$ cat src/rtl/uart_pkg.sv
// Shared constants and encodings for the UART transmit controller.
// Port addresses, configuration bit positions and FSM states.
package uart_pkg;

    localparam logic [15:0] DATA_PORT_ADDR = 16'h0000;
    localparam logic [15:0] CFG_PORT_ADDR  = 16'h0001;
    localparam logic [15:0] CLR_PORT_ADDR  = 16'h0002;
    localparam logic [15:0] ENG_PORT_ADDR  = 16'h0000;

    localparam int CFG_W     = 7;
    localparam int BAUD_LSB  = 0;
    localparam int BAUD_MSB  = 3;
    localparam int CFG_EIGHT = 4;
    localparam int CFG_PEN   = 5;
    localparam int CFG_OHEL  = 6;

    localparam logic [1:0] TMO_LAST = 2'd3;

    typedef enum logic [1:0] {
        IDLE      = 2'd0,
        LOAD      = 2'd1,
        WAIT_BUSY = 2'd2,
        WAIT_RDY  = 2'd3
    } tx_state_e;

endpackage

$ cat src/rtl/uart_tx_ctrl_if.sv
// Byte-load handshake between the transmit controller and the UART engine.
// The controller is master; the engine answers with tx_rdy.
interface uart_tx_ctrl_if;

    logic [15:0] tx_port_id;
    logic        tx_write_strobe;
    logic [7:0]  tx_out_port;
    logic        tx_rdy;

    modport master (
        output tx_port_id,
        output tx_write_strobe,
        output tx_out_port,
        input  tx_rdy
    );

    modport slave (
        input  tx_port_id,
        input  tx_write_strobe,
        input  tx_out_port,
        output tx_rdy
    );

endinterface

$ cat src/rtl/uart_sync_fifo.sv
// Single-clock FIFO with flush; head word is visible on rdata_o.
// Push when full and pop when empty are ignored.
module uart_sync_fifo #(
    parameter  int WIDTH = 8,
    parameter  int DEPTH = 8,
    localparam int AW    = $clog2(DEPTH),
    localparam int CW    = AW + 1
) (
    input  logic             clk,
    input  logic             reset,
    input  logic             flush_i,
    input  logic             push_i,
    input  logic [WIDTH-1:0] wdata_i,
    input  logic             pop_i,
    output logic [WIDTH-1:0] rdata_o,
    output logic [CW-1:0]    count_o,
    output logic             full_o,
    output logic             empty_o
);

    logic [WIDTH-1:0] mem_q [DEPTH];
    logic [AW-1:0]    wr_q, rd_q;
    logic [CW-1:0]    cnt_q;
    logic             do_push, do_pop;

    assign full_o  = (cnt_q == CW'(DEPTH));
    assign empty_o = (cnt_q == '0);
    assign do_push = push_i && !full_o;
    assign do_pop  = pop_i && !empty_o;
    assign rdata_o = mem_q[rd_q];
    assign count_o = cnt_q;

    always_ff @(posedge clk) begin
        if (do_push) mem_q[wr_q] <= wdata_i;
    end

    // Power-of-two depth lets the pointers wrap naturally.
    always_ff @(posedge clk) begin
        if (reset || flush_i) begin
            wr_q  <= '0;
            rd_q  <= '0;
            cnt_q <= '0;
        end else begin
            if (do_push) wr_q <= wr_q + AW'(1);
            if (do_pop)  rd_q <= rd_q + AW'(1);
            unique case ({do_push, do_pop})
                2'b10:   cnt_q <= cnt_q + CW'(1);
                2'b01:   cnt_q <= cnt_q - CW'(1);
                default: cnt_q <= cnt_q;
            endcase
        end
    end

endmodule

$ cat src/rtl/uart_tx_ctrl.sv
// Processor-side transmit controller: byte FIFO, frame config staging
// and a one-byte-per-busy-period launch FSM toward the UART engine.
module uart_tx_ctrl
    import uart_pkg::*;
#(
    parameter  logic [15:0] DATA_PORT = DATA_PORT_ADDR,
    parameter  logic [15:0] CFG_PORT  = CFG_PORT_ADDR,
    parameter  logic [15:0] CLR_PORT  = CLR_PORT_ADDR,
    parameter  logic [15:0] ENG_PORT  = ENG_PORT_ADDR,
    parameter  int          DEPTH     = 8,
    localparam int          CW        = $clog2(DEPTH) + 1
) (
    input  logic          clk,
    input  logic          reset,
    input  logic [15:0]   port_id,
    input  logic          write_strobe,
    input  logic [7:0]    out_port,
    uart_tx_ctrl_if.master eng,
    output logic [3:0]    baud_sel,
    output logic          eight,
    output logic          pen,
    output logic          ohel,
    output logic [CW-1:0] fifo_count,
    output logic          fifo_full,
    output logic          fifo_empty,
    output logic          overflow,
    output logic          tx_done_int
);

    tx_state_e        state_q, state_d;
    logic [1:0]       tmo_q, tmo_d;
    logic [CFG_W-1:0] cfg_pend_q, cfg_q;
    logic             ovf_q, ovf_d, done_q, done_d;
    logic             wr_data, wr_cfg, wr_clr;
    logic             push, pop, cfg_upd;
    logic [7:0]       head;

    assign wr_data = write_strobe && (port_id == DATA_PORT);
    assign wr_cfg  = write_strobe && (port_id == CFG_PORT);
    assign wr_clr  = write_strobe && (port_id == CLR_PORT);
    assign push    = wr_data && !fifo_full;

    uart_sync_fifo #(
        .WIDTH (8),
        .DEPTH (DEPTH)
    ) u_fifo (
        .clk     (clk),
        .reset   (reset),
        .flush_i (wr_clr),
        .push_i  (push),
        .wdata_i (out_port),
        .pop_i   (pop),
        .rdata_o (head),
        .count_o (fifo_count),
        .full_o  (fifo_full),
        .empty_o (fifo_empty)
    );

    always_ff @(posedge clk) begin
        if (reset) begin
            state_q <= IDLE;
            tmo_q   <= '0;
        end else begin
            state_q <= state_d;
            tmo_q   <= tmo_d;
        end
    end

    // A flush between IDLE and LOAD leaves nothing to launch.
    always_comb begin
        state_d = state_q;
        tmo_d   = tmo_q;
        unique case (state_q)
            IDLE: begin
                if (!fifo_empty && eng.tx_rdy) state_d = LOAD;
            end
            LOAD: begin
                if (fifo_empty) begin
                    state_d = IDLE;
                end else if (eng.tx_rdy) begin
                    state_d = WAIT_BUSY;
                    tmo_d   = '0;
                end
            end
            WAIT_BUSY: begin
                if (!eng.tx_rdy || tmo_q == TMO_LAST) state_d = WAIT_RDY;
                else tmo_d = tmo_q + 2'd1;
            end
            WAIT_RDY: begin
                if (eng.tx_rdy) state_d = IDLE;
            end
            default: state_d = IDLE;
        endcase
    end

    always_comb begin
        eng.tx_write_strobe = 1'b0;
        eng.tx_out_port     = '0;
        pop                 = 1'b0;
        if (state_q == LOAD && eng.tx_rdy && !fifo_empty) begin
            eng.tx_write_strobe = 1'b1;
            eng.tx_out_port     = head;
            pop                 = 1'b1;
        end
    end

    assign eng.tx_port_id = ENG_PORT;

    assign cfg_upd = (state_q == IDLE) && (state_d != LOAD);
    assign ovf_d   = wr_clr ? 1'b0 : ((wr_data && fifo_full) ? 1'b1 : ovf_q);
    assign done_d  = (state_q == WAIT_RDY) && eng.tx_rdy
                   && (wr_clr || (fifo_empty && !push));

    always_ff @(posedge clk) begin
        if (reset) begin
            cfg_pend_q <= '0;
            cfg_q      <= '0;
            ovf_q      <= 1'b0;
            done_q     <= 1'b0;
        end else begin
            if (wr_cfg)  cfg_pend_q <= out_port[CFG_W-1:0];
            if (cfg_upd) cfg_q      <= cfg_pend_q;
            ovf_q  <= ovf_d;
            done_q <= done_d;
        end
    end

    assign baud_sel    = cfg_q[BAUD_MSB:BAUD_LSB];
    assign eight       = cfg_q[CFG_EIGHT];
    assign pen         = cfg_q[CFG_PEN];
    assign ohel        = cfg_q[CFG_OHEL];
    assign overflow    = ovf_q;
    assign tx_done_int = done_q;

endmodule

$ cat src/flat_wrapper.sv
// flat-port wrapper written by rule: the top's interface ports become plain ports
module uart_tx_ctrl_flat import uart_pkg::*;
#(
    parameter  logic [15:0] DATA_PORT = DATA_PORT_ADDR,
    parameter  logic [15:0] CFG_PORT  = CFG_PORT_ADDR,
    parameter  logic [15:0] CLR_PORT  = CLR_PORT_ADDR,
    parameter  logic [15:0] ENG_PORT  = ENG_PORT_ADDR,
    parameter  int          DEPTH     = 8,
    localparam int          CW        = $clog2(DEPTH) + 1
)
  (clk, reset, port_id, write_strobe, out_port, baud_sel, eight, pen, ohel, fifo_count, fifo_full, fifo_empty, overflow, tx_done_int, eng_tx_port_id, eng_tx_write_strobe, eng_tx_out_port, eng_tx_rdy);
  uart_tx_ctrl_if eng_i ();
  input  logic clk;
  input  logic reset;
  input  logic [15:0] port_id;
  input  logic write_strobe;
  input  logic [7:0] out_port;
  output logic [3:0] baud_sel;
  output logic eight;
  output logic pen;
  output logic ohel;
  output logic [CW-1:0] fifo_count;
  output logic fifo_full;
  output logic fifo_empty;
  output logic overflow;
  output logic tx_done_int;
  output wire logic [$bits(eng_i.tx_port_id)-1:0] eng_tx_port_id;
  output wire logic [$bits(eng_i.tx_write_strobe)-1:0] eng_tx_write_strobe;
  output wire logic [$bits(eng_i.tx_out_port)-1:0] eng_tx_out_port;
  input wire logic [$bits(eng_i.tx_rdy)-1:0] eng_tx_rdy;
  assign eng_tx_port_id = eng_i.tx_port_id;
  assign eng_tx_write_strobe = eng_i.tx_write_strobe;
  assign eng_tx_out_port = eng_i.tx_out_port;
  assign eng_i.tx_rdy = eng_tx_rdy;
  uart_tx_ctrl #(.DATA_PORT(DATA_PORT), .CFG_PORT(CFG_PORT), .CLR_PORT(CLR_PORT), .ENG_PORT(ENG_PORT), .DEPTH(DEPTH)) u_core (.clk(clk), .reset(reset), .port_id(port_id), .write_strobe(write_strobe), .out_port(out_port), .eng(eng_i), .baud_sel(baud_sel), .eight(eight), .pen(pen), .ohel(ohel), .fifo_count(fifo_count), .fifo_full(fifo_full), .fifo_empty(fifo_empty), .overflow(overflow), .tx_done_int(tx_done_int));
endmodule
$ cat config.mk
export PLATFORM = sky130hd
export DESIGN_NAME = uart_tx_ctrl_flat
export DESIGN_NICKNAME = d
export VERILOG_FILES = /design/src/rtl/uart_pkg.sv /design/src/rtl/uart_tx_ctrl_if.sv /design/src/rtl/uart_sync_fifo.sv /design/src/rtl/uart_tx_ctrl.sv /design/src/flat_wrapper.sv
export SDC_FILE = /design/constraint.sdc
export NUM_CORES = 1
export LEC_CHECK = 0
export CELL_PAD_IN_SITES_DETAIL_PLACEMENT = 0
export CELL_PAD_IN_SITES_GLOBAL_PLACEMENT = 2
export CORE_MARGIN = 1.5
export CORE_UTILIZATION = 40
export DETAILED_ROUTE_END_ITERATION = 6
export HOLD_SLACK_MARGIN = 0.03
export PLACE_DENSITY_LB_ADDON = 0.1
export SLEW_MARGIN = 40
export SYNTH_ARGS = -nofsm -noshare
export SYNTH_HDL_FRONTEND = slang
export SYNTH_HIERARCHICAL = 1
export SYNTH_SLANG_ARGS = --single-unit
export TNS_END_PERCENT = 1
$ cat constraint.sdc
create_clock -name clk -period 6.2 [get_ports clk]
set_clock_uncertainty 0.15 [all_clocks]
set_input_delay 1.24 -clock clk [delete_from_list [all_inputs] [get_ports clk]]
set_output_delay 1.24 -clock clk [all_outputs]
set_load 0.02 [all_outputs]
==> summary.txt, run 1 <==
Die X = 106 µm
H-tree depth = 3
clock buffer count from CTS = 9
Via density = 4.91
Rows = 37
Synth cell types = 48
CP Max Fanout = 8
CP required = 6330 ps
Post-DP HPWL = 5180 µm
Post-synth top cells = edfxtp_1 (64), dfxtp_1 (33), nor2_1 (26)
Yosys top cell area share = 0.449
total die area = 11300 µm²
Max Cap Viol = 0
final hold vios = 0
core footprint = 10400 µm²
clock group share of total power = 0.336
Post-synth EDFFs = 64
slowest stage cell, crit path = or4_2
Buf/Inv on CP = 1
crit path kind = input pin to flop
Setup WS post-layout = 1680 ps
antenna-violating nets left = 0
Seq/Total Area, Yosys = 0.603
CTS clk-pin slew, worst paths = 90 ps
setup violators final = 0
fraction of layout cells with a size suffix above 1 = 0.160
Worst Tran Pin Value = 827 ps
pin count of the biggest net entering global routing = 31
clock tree buffer depth = 2
Worst path max stage delay = 620 ps
fin. max-slew vios = 0
vias in the first global route = 2394
Relative slew margins = 0.448
post-CTS setup buffers = 0
power per cell area = 217 nW/µm²
Pre-antenna DRT Iters = 4
nets = 379
die height = 106 µm
critical path, cell by cell = clkdlybuf4s50_1 -> nor4_2 -> nand2_2 -> or4_2 -> nor2_1 -> nand2_8 -> ha_1 -> xor2_1 -> ha_1 -> a21oi_1 -> xor2_1 -> or3_1 -> a21oi_1
Synth area leader = edfxtp_1
initial core utilization = 0.413
CTS root buffer = clkbuf_8
Setup crit end kind = flop
Sw Pwr = 243 µW
post_cts resized = 0
final wirelength = 7900 µm
TritonCTS clock tree = yes
post-layout util = 0.487
Setup TNS = 0 ps
DR iter-0 viols = 86
Crit path max-delay family = simple AND/OR/NAND/NOR gates
total power = 1.10 mW
wire per inst = 16.2 µm
diode count = 0
IO Port Bufs = 51
I/O pins = 68
Ys Warns = 6
initial antenna violation count = 0
Pint = 853 µW
outcome = finished clean
Post-Syn Area = 4280 µm²
Comb pwr share = 0.037
largest cells by area after synthesis = edfxtp_1 (45%), dfxtp_1 (15%), mux4_1 (4.9%)
post-synthesis area per instance = 14.6 µm²
RSZ-0062 raised after global routing = false
Tmin final = 4520 ps
Pleak = 1.71 nW
Reg power frac = 0.626
vias post-DR = 2386
total grt overflow = 0
Residual DRC = 0
pre-CTS setup slack = 1300 ps
cts hold-fix bufs = 0
critical path arrival = 4660 ps
Async SR Flop Fraction = 0
Cells after Synth = 293
Max VDD drop = 0.105 mV
Net Sw Frac = 0.222
Clk Latency, worst-skew pair = 350 ps
Startpoint Class = input pin
first-pass GRT wire length = 12500 µm
#FFs+latches synth = 97
CTS sink cnt = 97
Final period util = 0.729
ys flop type = edfxtp_1
area delta synth->final = 18.0%
hold crit path type = flop to flop
Peak Freq = 0.221 GHz
RD Place Congestion = 0.680
top-count cell post-synth = edfxtp_1
Total GRT Usage = 0.149
[placed cells by master (no fill, tap or decap), drive strengths merged, types with 2 or more instances in the layout]
master,n
nor4b,3
mux2i,18
nor2b,3
nand2,8
nor2,26
nor4,5
clkbuf,9
edfxtp,64
conb,16
mux4,16
and2,8
dfxtp,33
nand3,3
clkinvlp,2
o41a,2
inv,8
or3,2
clkdlybuf4s50,50
ha,6
nor3,6
xor2,6
nor3b,4
buf,5
nand2b,16
a21oi,6
o41ai,2
o21ai,4
mux2,8
clkinv,2
[kinds of logic (layout without fill, tap and decap cells)]
logic type | count (synthesis) | in the layout | synth area share
DFF | 97 | 97 | 0.603
adders and majority gates | 6 | 6 | 0.0175
buffers and inverters | 34 | 76 | 0.0520
muxes | 42 | 42 | 0.154
other | 1 | 16 | 0.000876
and+or+nand+nor | 89 | 89 | 0.128
AOI/OAI and AO/OA | 17 | 17 | 0.0283
xor gates and xnor gates | 7 | 7 | 0.0161
[state kept, by name (all words and copies together) (netlist names), named ones only]
name	cells
u_core/cfg_pend_q	7
u_core/cfg_q	7
u_core/overflow	1
u_core/state_q	2
u_core/tmo_q	2
u_core/tx_done_int	1
u_core/u_fifo/count_o	4
u_core/u_fifo/mem_q	64
u_core/u_fifo/rd_q	3
u_core/u_fifo/wr_q	3
[worst min-delay path, stage by stage (launching register included)]
cell	delay [ps]
dfxtp_1	320
nand2b_1	60
mux2i_1	60
[layout make-up]
type                       count  area, µm²
fill                         953       5320
multi-input combinational    177       1570
clock buffer                   9        124
inverter                       5       18.8
tap                          136        170
timing repair buffer          55        536
sequential                    97       2580
clock inverter                 7       51.3
[power by group through the flow]
stage / Combinational [mW] / Sequential [mW] / Clock (mW)
3_5_place_dp: 0.0411 / 0.702 / 0
3_3_place_gp: 0.0413 / 0.702 / 0
6_report: 0.0409 / 0.687 / 0.369
2_1_floorplan: 0.0236 / 0.702 / 0
5_1_grt: 0.0448 / 0.687 / 0.409
4_1_cts: 0.0412 / 0.687 / 0.383
[routing by layer]
metal  routed length, µm  global-route usage  share of wire
met5                   0                   0              0
met4                  85              0.0514          0.011
met3                 330              0.0362          0.042
met2                3780               0.251           0.48
met1                3700               0.188           0.47
[final timing paths]
| check | from | to | slack, ps | depth (start not counted) |
|---|---|---|---|---|
| max | port_id[8] | u_core/u_fifo/count_o[2] | 1680 | 13 |
| min | u_core/cfg_pend_q[2] | u_core/cfg_pend_q[2] | 330 | 2 |
| max reg2reg | u_core/u_fifo/count_o[1] | u_core/u_fifo/count_o[2] | 2520 | 12 |
| min reg2reg | u_core/cfg_pend_q[2] | u_core/cfg_pend_q[2] | 330 | 2 |
[per-stage QoR]
step                      hold WS, ps  area [µm²]  std cells
after floorplan                   298        4340        308
after global placement            313        4860        470
after detailed placement          313        4870        470
after CTS                         336        5050        486
after global routing              355        5050        486
final                             331        5050        486
Note: power is estimated with default switching activity, not from simulation.
==> run 2, diff against run 1 <==
--- a/config.mk
+++ b/config.mk
@@ -8,7 +8,7 @@
 export CELL_PAD_IN_SITES_DETAIL_PLACEMENT = 0
 export CELL_PAD_IN_SITES_GLOBAL_PLACEMENT = 2
 export CORE_MARGIN = 1.5
-export CORE_UTILIZATION = 40
+export CORE_UTILIZATION = 37
 export DETAILED_ROUTE_END_ITERATION = 6
 export HOLD_SLACK_MARGIN = 0.03
 export PLACE_DENSITY_LB_ADDON = 0.1
==> constraint.sdc (replaced) <==
create_clock -name clk -period 4.3 [get_ports clk]
set_clock_uncertainty 0.15 [all_clocks]
set_input_delay 0.86 -clock clk [delete_from_list [all_inputs] [get_ports clk]]
set_output_delay 0.86 -clock clk [all_outputs]
set_load 0.02 [all_outputs]
==> run 2 against run 1 <==
Net effect:
- wire length up 1.7%
- critical path depth up 1
- sequential share of layout area down 1.7 points
- hold slack worse by 2.0 ps
- register-to-register slack worse by 1600 ps
- total power up 65%
- via count up 1.4%
- count of clock-buffer cells in the layout unchanged
- critical endpoint unchanged
- largest cell class unchanged
- highest routed layer unchanged
==> summary.txt, run 2 (synthesized netlist as in run 1, its figures left out) <==
setup violators final = 0 (unchanged)
wire per inst = 15.9 µm (was 16.2 µm)
core footprint = 11400 µm² (was 10400 µm²)
Peak Freq = 0.264 GHz
outcome = finished clean (unchanged)
power per cell area = 347 nW/µm² (was 217 nW/µm²)
die height = 111 µm (was 106 µm)
CTS root buffer = clkbuf_16 (was clkbuf_8)
first-pass GRT wire length = 12700 µm (was 12500 µm)
total grt overflow = 0 (unchanged)
Clk Latency, worst-skew pair = 340 ps (was 350 ps)
pin count of the biggest net entering global routing = 31 (unchanged)
CTS sink cnt = 97 (unchanged)
H-tree depth = 3 (unchanged)
critical path arrival = 3910 ps (was 4660 ps)
Setup TNS = 0 ps (unchanged)
IO Port Bufs = 51 (unchanged)
Total GRT Usage = 0.136 (was 0.149)
Post-DP HPWL = 5320 µm (was 5180 µm)
commonest non-fill, non-tap cell in the layout = edfxtp_1 (unchanged)
Pleak = 1.81 nW (was 1.71 nW)
TritonCTS clock tree = yes (unchanged)
Pre-antenna DRT Iters = 4 (unchanged)
fraction of layout cells with a size suffix above 1 = 0.166 (was 0.160)
Via density = 4.80 (was 4.91)
post-CTS setup buffers = 0 (unchanged)
Hold Slack = 329 ps (was 331 ps)
final hold vios = 0 (unchanged)
Worst Tran Pin Value = 783 ps (was 827 ps)
clock buffer count from CTS = 9 (unchanged)
vias post-DR = 2419 (was 2386)
total die area = 12200 µm² (was 11300 µm²)
CP required = 4420 ps (was 6330 ps)
RD Place Congestion = 0.707 (was 0.680)
crit path kind = input pin to flop (unchanged)
Residual DRC = 0 (unchanged)
Die X = 111 µm (was 106 µm)
post_cts resized = 0 (unchanged)
area delta synth->final = 22.1% (was 18.0%)
Max VDD drop = 0.160 mV (was 0.105 mV)
RSZ-0062 raised after global routing = false (unchanged)
Max Cap Viol = 0 (unchanged)
clock tree buffer depth = 2 (unchanged)
DR iter-0 viols = 76 (was 86)
final wirelength = 8030 µm (was 7900 µm)
hold crit path type = flop to flop (unchanged)
CTS clk-pin slew, worst paths = 70 ps (was 90 ps)
fin. max-slew vios = 0 (unchanged)
cts hold-fix bufs = 0 (unchanged)
Final period util = 0.881
vias in the first global route = 2367 (was 2394)
Relative slew margins = 0.477 (was 0.448)
nets = 390 (was 379)
max reg flops = 64 (unchanged)
Top reg by flops = u_core/u_fifo/mem_q (unchanged)
Startpoint Class = input pin (unchanged)
I/O pins = 68 (unchanged)
Setup crit end kind = flop (unchanged)
initial antenna violation count = 0 (unchanged)
CP Max Fanout = 8 (unchanged)
Tmin final = 3790 ps
Largest regs = u_core/u_fifo/mem_q: 64 flops, u_core/cfg_pend_q: 7 flops, u_core/cfg_q: 7 flops (unchanged)
initial core utilization = 0.377 (was 0.413)
Rows = 39 (was 37)
diode count = 0 (unchanged)
most frequent cells in the layout = edfxtp_1 (64), clkdlybuf4s50_1 (51), dfxtp_1 (33), nor2_1 (26), mux2i_1 (18) (was edfxtp_1 (64), clkdlybuf4s50_1 (50), dfxtp_1 (32), nor2_1 (23), mux2i_1 (18))
antenna-violating nets left = 0 (unchanged)
-- run 2: cell types whose count changed in the layout (fill, tap and decap cells not counted), sizes merged --
cell / change
clkinvlp: +1
clkdlybuf4s50: +1
clkinv: -1
buf: +10
-- run 2: final timing paths --
kind                                    to  depth (start not counted)  slack [ps]                startpoint
setup / recovery  u_core/u_fifo/count_o[2]                         14         510                port_id[8]
hold / removal        u_core/cfg_pend_q[0]                          2         330      u_core/cfg_pend_q[0]
setup reg to reg  u_core/u_fifo/count_o[2]                         13         920  u_core/u_fifo/count_o[1]
hold reg to reg       u_core/cfg_pend_q[0]                          2         330      u_core/cfg_pend_q[0]
-- run 2: layout make-up --
class | count | area (µm²)
clock buffer | 9 | 225
clock inverter | 7 | 65.1
fill | 1031 | 6140
inverter | 5 | 18.8
multi-input combinational | 177 | 1530
sequential | 97 | 2580
tap | 143 | 179
timing repair buffer | 66 | 623
-- run 2: report_power, final --
part | internal, mW | total [mW] | switching [mW]
combinational | 0.0266 | 0.0598 | 0.0332
sequential | 0.991 | 0.991 | 0.00000130
clock | 0.404 | 0.762 | 0.358
total | 1.42 | 1.81 | 0.392
-- run 2: layer usage --
layer / part of all wire / up-vias / global-route usage
met5: 0 / - / 0
met4: 0.0087 / 0 / 0.0359
met3: 0.036 / 6 / 0.0401
met2: 0.47 / 52 / 0.216
met1: 0.48 / 1179 / 0.185
li1: - / 1182 / -
-- run 2: through the flow --
step / power, mW / setup slack [ps] / area (µm²) / cells / util
after global placement: 1.07 / 183 / 4940 / 488 / 0.434
after CTS: 1.84 / 466 / 5230 / 504 / 0.460
final: 1.81 / 511 / 5230 / 504 / 0.460
after detailed placement: 1.07 / 177 / 4940 / 488 / 0.434
after global routing: 1.88 / 344 / 5230 / 504 / 0.460
after floorplan: 1.05 / 444 / 4340 / 308 / -
-- run 2: critical path, cell delays in order --
cell and delay, ps:
clkdlybuf4s50_1 410, nor4_2 290, nand2_2 70, or4_2 600
nor2_1 100, buf_4 160, nand2_8 80, ha_1 280
xor2_1 170, ha_1 190, a21oi_1 150, xor2_1 90
or3_1 310, a21oi_1 140
